--- src/rtl/pc_fetch_pkg.sv ---
// Shared CPU definitions: next-PC operation encodings, fetch FSM state
// encoding and the reset fetch address.
package pc_fetch_pkg;

    typedef enum logic [1:0] {
        NPC_PC4    = 2'd0,
        NPC_BRANCH = 2'd1,
        NPC_JUMP   = 2'd2,
        NPC_JR     = 2'd3
    } npc_op_e;

    localparam logic [1:0] ST_IDLE     = 2'd0;
    localparam logic [1:0] ST_REQ      = 2'd1;
    localparam logic [1:0] ST_DELIVER  = 2'd2;
    localparam logic [1:0] ST_WAIT_NPC = 2'd3;

    // Word address of byte address 0x0000_3000.
    localparam logic [29:0] PF_RESET_PC = 30'h0000_0C00;

endpackage

--- src/rtl/pc_fetch.sv ---
// Instruction fetch stage: holds the PC, reads one word from instruction
// memory, offers it to decode, then waits for the next PC.
module pc_fetch
    import pc_fetch_pkg::*;
#(
    parameter logic [29:0] RESET_PC = PF_RESET_PC
) (
    input  logic        clk,
    input  logic        rst,
    input  logic [29:0] npc,
    input  logic        npc_valid,
    output logic        imem_req,
    output logic [29:0] imem_addr,
    input  logic        imem_ack,
    input  logic [31:0] imem_rdata,
    output logic        ir_valid,
    input  logic        ir_ready,
    output logic [31:0] ir_data,
    output logic [29:0] pc_out,
    output logic [31:0] fetch_cnt
);

    logic [1:0]  state_q, state_d;
    logic [29:0] pc_q,    pc_d;
    logic [31:0] ir_q,    ir_d;
    logic [31:0] cnt_q,   cnt_d;

    // Inputs are only honoured in the state that owns them; everything
    // else holds, which keeps ir_data/pc_out stable while decode stalls.
    always_comb begin
        state_d = state_q;
        pc_d    = pc_q;
        ir_d    = ir_q;
        cnt_d   = cnt_q;
        case (state_q)
            ST_IDLE: state_d = ST_REQ;
            ST_REQ: begin
                if (imem_ack) begin
                    ir_d    = imem_rdata;
                    state_d = ST_DELIVER;
                end
            end
            ST_DELIVER: begin
                if (ir_ready) begin
                    cnt_d   = cnt_q + 32'd1;
                    state_d = ST_WAIT_NPC;
                end
            end
            ST_WAIT_NPC: begin
                if (npc_valid) begin
                    pc_d    = npc;
                    state_d = ST_REQ;
                end
            end
            default: state_d = ST_IDLE;
        endcase
    end

    always_ff @(posedge clk) begin
        if (rst) begin
            state_q <= ST_IDLE;
            pc_q    <= RESET_PC;
            ir_q    <= 32'd0;
            cnt_q   <= 32'd0;
        end else begin
            state_q <= state_d;
            pc_q    <= pc_d;
            ir_q    <= ir_d;
            cnt_q   <= cnt_d;
        end
    end

    assign imem_req  = (state_q == ST_REQ);
    assign imem_addr = pc_q;
    assign ir_valid  = (state_q == ST_DELIVER);
    assign ir_data   = ir_q;
    assign pc_out    = pc_q;
    assign fetch_cnt = cnt_q;

endmodule

--- config.mk ---
export PLATFORM = sky130hd
export DESIGN_NAME = pc_fetch
export DESIGN_NICKNAME = d
export VERILOG_FILES = /design/src/rtl/pc_fetch_pkg.sv /design/src/rtl/pc_fetch.sv
export SDC_FILE = /design/constraint.sdc
export NUM_CORES = 1
export LEC_CHECK = 0
export ABC_AREA = 1
export CAP_MARGIN = 20
export CORE_ASPECT_RATIO = 1.4
export CORE_MARGIN = 4
export CORE_UTILIZATION = 45
export DETAILED_ROUTE_END_ITERATION = 6
export PLACE_DENSITY = 0.9
export SLEW_MARGIN = 20
export SYNTH_ARGS = -nofsm -noshare
export SYNTH_HDL_FRONTEND = slang
export SYNTH_SLANG_ARGS = --single-unit
--- constraint.sdc ---
create_clock -name clk -period 2.6 [get_ports clk]
set_input_delay 0.26 -clock clk [delete_from_list [all_inputs] [get_ports clk]]
set_output_delay 0.26 -clock clk [all_outputs]
set_load 0.005 [all_outputs]
==> results of run 1 <==
## registers in the layout (all words and copies together) (netlist names)
name and flops:
fetch_cnt 32, state_q 2, ir_data 32, imem_addr 30
## worst min-delay path, delay by kind of cell
family / cells / cell delay [ns]
buf+inv: 1 / 0.39
simple gates: 2 / 0.11
## cells in the final DEF, fill, tap and decap left out, types with 2 or more instances in the layout
master	n
a21oi_1	12
buf_4	6
clkbuf_16	9
clkdlybuf4s50_1	192
clkinv_4	2
clkinvlp_4	2
dfxtp_1	96
ha_1	4
inv_1	53
inv_2	3
nand2_1	71
nand2_2	4
nand2_4	2
nand3_1	25
nand3_2	3
nand4_1	8
nor2_1	175
nor2_2	5
nor2_4	7
nor3_1	5
o21ai_0	73
o21bai_1	2
xor2_1	2
## worst paths after layout
path	startpoint	endpoint
worst max-delay path	state_q[0]	ir_valid
worst min-delay path	npc[10]	imem_addr[10]
worst max register to register	state_q[1]	ir_data[24]
worst min register to register	ir_data[7]	ir_data[7]
## area by class of cell
type,count,area (µm²),area share
inverters,56,210,0.0327
repair buffers,199,1990,0.309
multi-input cells,407,1890,0.295
well taps,110,138,0.0214
clock inverters,6,46.3,0.00721
flip-flops and latches,96,1920,0.299
clock buffers,9,225,0.0351
## routing by layer
layer	vias up	part of all wire	wire length, µm
li1	2212	-	-
met1	2034	0.37	4960
met2	206	0.54	7300
met3	48	0.050	675
met4	0	0.045	611
met5	-	0	0
## kinds of logic (layout without fill, tap and decap cells)
family | Yosys count | in the layout | share of synthesized area
compound gates | 93 | 93 | 0.112
xor+xnor | 2 | 2 | 0.00404
fa+ha+maj | 4 | 4 | 0.0115
buf+inv | 108 | 270 | 0.121
flops | 96 | 96 | 0.443
simple gates | 308 | 308 | 0.309
## through the flow
stage	hold WS [ns]	util
finish	0.476	0.679
detailed placement	0.473	0.650
CTS	0.473	0.679
global placement	0.461	0.650
floorplan	0.373	-
global route	0.485	0.679
## power by group
group / internal (mW) / total, mW / switching, mW
Combinational: 0.640 / 1.10 / 0.464
Sequential: 1.65 / 1.78 / 0.122
Clock: 0.648 / 1.23 / 0.580
Total: 2.94 / 4.11 / 1.17
==> impl_metrics.env, run 1 <==
export IMPL_first_pass_iters=5
export IMPL_postSynth_asyncResetShare=0
export IMPL_nFillCells=747
export IMPL_netlist_area_leader_share=0.443
export IMPL_fin_crit_sh=0.688
export IMPL_yosysUniqueCellTypes=31
export IMPL_ios=193
export IMPL_routed_wl_mm=13.5
export IMPL_synthesis_nets=682
export IMPL_cts_resized=0
export IMPL_final_cells=883
export IMPL_dpl_cell_area_um2=6150
export IMPL_ys_seq_area_frac=0.443
export IMPL_tns_ns=0
export IMPL_hpwl_mm=10.2
export IMPL_crit_family="buffers and inverters"
export IMPL_dieWidth_um=91.0
export IMPL_drtIter0Drc=209
export IMPL_post_cts_repair_setup_buffers=0
export IMPL_synth_edf_count=0
export IMPL_rows=42
export IMPL_period_needed_ns=1.79
export IMPL_use_met1=0.239
export IMPL_grt_max_degree=44
export IMPL_ys_ff_latch=96
export IMPL_crit_fanout=4
export IMPL_worstPathArrival_ns=1.53
export IMPL_vias=4500
export IMPL_clk_latency_ns=0.34
export IMPL_rsz0062_at_grt="false"
export IMPL_core_area_um2=9460
export IMPL_synthesis_area_um2=4340
export IMPL_wl_per_cell_um=15.3
export IMPL_power_mw=4.11
export IMPL_root_buffer="clkbuf_16"
export IMPL_ys_flop_type="dfxtp_1"
export IMPL_fmax_mhz=559
export IMPL_finalInstanceArea_um2=6420
export IMPL_grt_pass1_wl_mm=21.7
export IMPL_yosysTopAreaCell="dfxtp_1"
export IMPL_p_leak_nw=2.41
export IMPL_numPortBuffers=192
export IMPL_slowest_delay_ns=0.54
export IMPL_yosys_top_cells_area="dfxtp_1, nor2_1, o21ai_0"
export IMPL_grt_use_met3=0.0521
export IMPL_r2r_cells=8
export IMPL_syn_to_final_growth_pct=47.9
export IMPL_cp_required_ns=2.34
export IMPL_grt_ovfl_total=0
export IMPL_ant_nets=0
export IMPL_critPathCaptureType="output port"
export IMPL_layout_nets=840
export IMPL_drive_above_1_share=0.0634
export IMPL_avgViaCountPerCell=5.10
export IMPL_postSynthCellCount=611
export IMPL_syn_area_per_cell_um2=7.11
export IMPL_clock_sinks=96
export IMPL_post_route_drc_count=0
export IMPL_antennaDiodeCount=0
export IMPL_min_path_type="input port to register"
export IMPL_r2r_slack_ns=0.89
export IMPL_cp_num_buf_inv=2
export IMPL_slew_viol_final=0
export IMPL_die_y_um=124
export IMPL_start_util=0.459
export IMPL_fin_skew_ns=0.00549
export IMPL_hold_viol=0
export IMPL_powerDensity_nw_per_um2=640
export IMPL_clockBufferDepth=2
export IMPL_start_kind="register"
export IMPL_synth_warning_count=0
export IMPL_path_clk_slew_ns=0.07
export IMPL_tritoncts="done"
export IMPL_setup_ws_ns=0.812
export IMPL_whs_path_depth=3
export IMPL_synthTopCellsByCount="nor2_1, dfxtp_1, o21ai_0, nand2_1, inv_1"
export IMPL_status="finished, final reports clean"
export IMPL_slew_headroom=0.679
export IMPL_placed_cells=868
export IMPL_yosysMostFrequentCell="nor2_1"
export IMPL_antenna_found_initial=0
export IMPL_path_cells="inv_1, ha_1, clkdlybuf4s50_1"
export IMPL_max_slew_worst_pin_slew_ns=0.481
export IMPL_dieArea_um2=11300
export IMPL_cts_buffers=9
export IMPL_holdBufCountCts=0
export IMPL_irDropWorstVdd_v=0.000357
export IMPL_grt_pass1_vias=4458
export IMPL_cap_violations=0
export IMPL_cp_depth=3
export IMPL_gp_congestion=0.912
export IMPL_track_usage=0.235
export IMPL_cpMaxStageDelayCell="clkdlybuf4s50_1"
export IMPL_setup_worst_path_class="register to output port"
export IMPL_h_tree_depth=3
export IMPL_grt_util_met2=0.431
export IMPL_dp_slack_ns=0.825
export IMPL_setup_viol=0
export IMPL_grt_busiest_layer="met2"
(Power assumes the default switching activity.)
==> inputs of run 2 (changes only) <==
--- a/config.mk
+++ b/config.mk
@@ -9,9 +9,9 @@
 export CAP_MARGIN = 20
 export CORE_ASPECT_RATIO = 1.4
 export CORE_MARGIN = 4
-export CORE_UTILIZATION = 45
+export CORE_UTILIZATION = 42
 export DETAILED_ROUTE_END_ITERATION = 6
-export PLACE_DENSITY = 0.9
+export PLACE_DENSITY = 0.85
 export SLEW_MARGIN = 20
 export SYNTH_ARGS = -nofsm -noshare
 export SYNTH_HDL_FRONTEND = slang
==> constraint.sdc (replaced) <==
create_clock -name clk -period 1.8 [get_ports clk]
set_input_delay 0.18 -clock clk [delete_from_list [all_inputs] [get_ports clk]]
set_output_delay 0.18 -clock clk [all_outputs]
set_load 0.005 [all_outputs]
==> run 2 against run 1 <==
Effect of this change: register-to-register slack worse by 0.72 ns; hold slack worse by 0.067 ns; worst setup slack worse by 0.66 ns; count of clock-buffer cells in the layout is 1 higher; sequential power is 44% higher; clock power is 67% higher; largest power group unchanged.
==> impl_metrics.env, run 2 (synthesis results as in run 1) <==
export IMPL_die_y_um=128
export IMPL_post_cts_repair_setup_buffers=0
export IMPL_root_buffer="clkbuf_16"
export IMPL_routed_wl_mm=13.4
export IMPL_layout_cells_most_common="clkdlybuf4s50_1"
export IMPL_drtIter0Drc=214
export IMPL_clockBufferDepth=2
export IMPL_antenna_found_initial=0
export IMPL_holdBufCountCts=0
export IMPL_start_kind="register"
export IMPL_fin_crit_sh=0.913
export IMPL_slowest_delay_ns=0.53
export IMPL_hpwl_mm=10.4
export IMPL_cap_violations=0
export IMPL_avgViaCountPerCell=4.83
export IMPL_min_path_type="input port to register"
export IMPL_clk_latency_ns=0.33
export IMPL_clock_sinks=96
export IMPL_path_clk_slew_ns=0.06
export IMPL_slew_headroom=0.739
export IMPL_vias=4396
export IMPL_p_leak_nw=2.45
export IMPL_grt_max_degree=61
export IMPL_rows=43
export IMPL_antennaDiodeCount=0
export IMPL_cpMaxStageDelayCell="clkdlybuf4s50_1"
export IMPL_core_area_um2=10000
export IMPL_ant_nets=0
export IMPL_h_tree_depth=3
export IMPL_hold_viol=0
export IMPL_setup_worst_path_class="register to output port"
export IMPL_syn_to_final_growth_pct=50.0
export IMPL_grt_ovfl_total=0
export IMPL_first_pass_iters=5
export IMPL_final_cells=910
export IMPL_max_slew_worst_pin_slew_ns=0.390
export IMPL_dieWidth_um=93.9
export IMPL_numPortBuffers=192
export IMPL_holdWs_ns=0.408
export IMPL_fin_skew_ns=0.00654
export IMPL_ios=193
export IMPL_cts_buffers=9
export IMPL_cp_required_ns=1.62
export IMPL_grt_pass1_vias=4397
export IMPL_r2r_slack_ns=0.17
export IMPL_drive_above_1_share=0.0658
export IMPL_powerDensity_nw_per_um2=952
export IMPL_critPathCaptureType="output port"
export IMPL_setup_viol=0
export IMPL_worstPathArrival_ns=1.46
export IMPL_wl_per_cell_um=14.7
export IMPL_tritoncts="done"
export IMPL_placed_cells=894
export IMPL_layout_nets=841
export IMPL_status="finished, final reports clean"
export IMPL_irDropWorstVdd_v=0.000485
export IMPL_track_usage=0.223
export IMPL_gp_congestion=0.935
export IMPL_start_util=0.434
export IMPL_grt_pass1_wl_mm=21.4
export IMPL_period_needed_ns=1.64
export IMPL_tns_ns=0
export IMPL_slew_viol_final=0
export IMPL_cp_num_buf_inv=2
export IMPL_mostFrequentLayoutCells="clkdlybuf4s50_1, nor2_1, dfxtp_1"
export IMPL_crit_fanout=4
export IMPL_fmax_mhz=609
export IMPL_dieArea_um2=12100
export IMPL_path_cells="inv_1, ha_1, clkdlybuf4s50_1"
export IMPL_crit_family="buffers and inverters"
export IMPL_rsz0062_at_grt="false"
export IMPL_post_route_drc_count=0
-- run 2: cell types whose count changed in the layout (fill, tap and decap cells not counted) --
cell             delta
o21ai_0             -1
dlymetal6s2s_1      +1
o21ai_1             +1
bufinv_16           +2
buf_4               +1
inv_6               +1
clkinv_4            -1
nor2_1              -1
clkbuf_1            +1
clkdlybuf4s50_1     -1
nor2_2              +1
clkinvlp_4          -2
-- run 2: final timing paths --
| kind | start | to | cells after the start |
|---|---|---|---|
| hold / removal | npc[10] | imem_addr[10] | 3 |
| hold reg to reg | ir_data[21] | ir_data[21] | 2 |
| setup / recovery | state_q[1] | imem_req | 3 |
| setup reg to reg | state_q[0] | fetch_cnt[13] | 9 |
-- run 2: what timing repair did --
item                                   in CTS  in global routing
endpoints found under the hold margin       0                  0
setup endpoints to repair                   0                  3
gates resized for setup                     0                  3
-- run 2: where the power goes --
part	switching (mW)	internal [mW]	total, mW
logic	0.656	0.925	1.58
registers	0.177	2.39	2.57
clock network	0.822	1.23	2.05
total	1.66	4.54	6.20
-- run 2: tightest hold or removal path, delay by kind of cell --
family                 cells  cell delay, ns
buffers and inverters      1            0.40
and+or+nand+nor            2            0.11
-- run 2: per-layer routing --
metal,routed length (µm),track usage
met4,357,0.0918
met2,7280,0.410
met1,5070,0.247
met5,0,0
met3,667,0.0446
-- run 2: cell type report --
class,count,area (µm²)
Multi-Input combinational cell,407,1900
Clock inverter,6,91.3
Sequential cell,96,1920
Timing Repair Buffer,200,2000
Tap cell,135,169
Fill cell,866,3490
Inverter,56,210
Clock buffer,10,229
-- run 2: stage by stage --
| step | cell area [µm²] | util | worst slack [ns] | power [mW] |
|---|---|---|---|---|
| after detailed placement | 6190 | 0.618 | 0.110 | 4.22 |
| after global placement | 6190 | 0.618 | 0.162 | 4.14 |
| after CTS | 6510 | 0.650 | 0.0771 | 6.28 |
| after global routing | 6510 | 0.651 | 0.0165 | 6.56 |
| final | 6510 | 0.651 | 0.157 | 6.20 |
| after floorplan | 4340 | - | 0.359 | 3.31 |
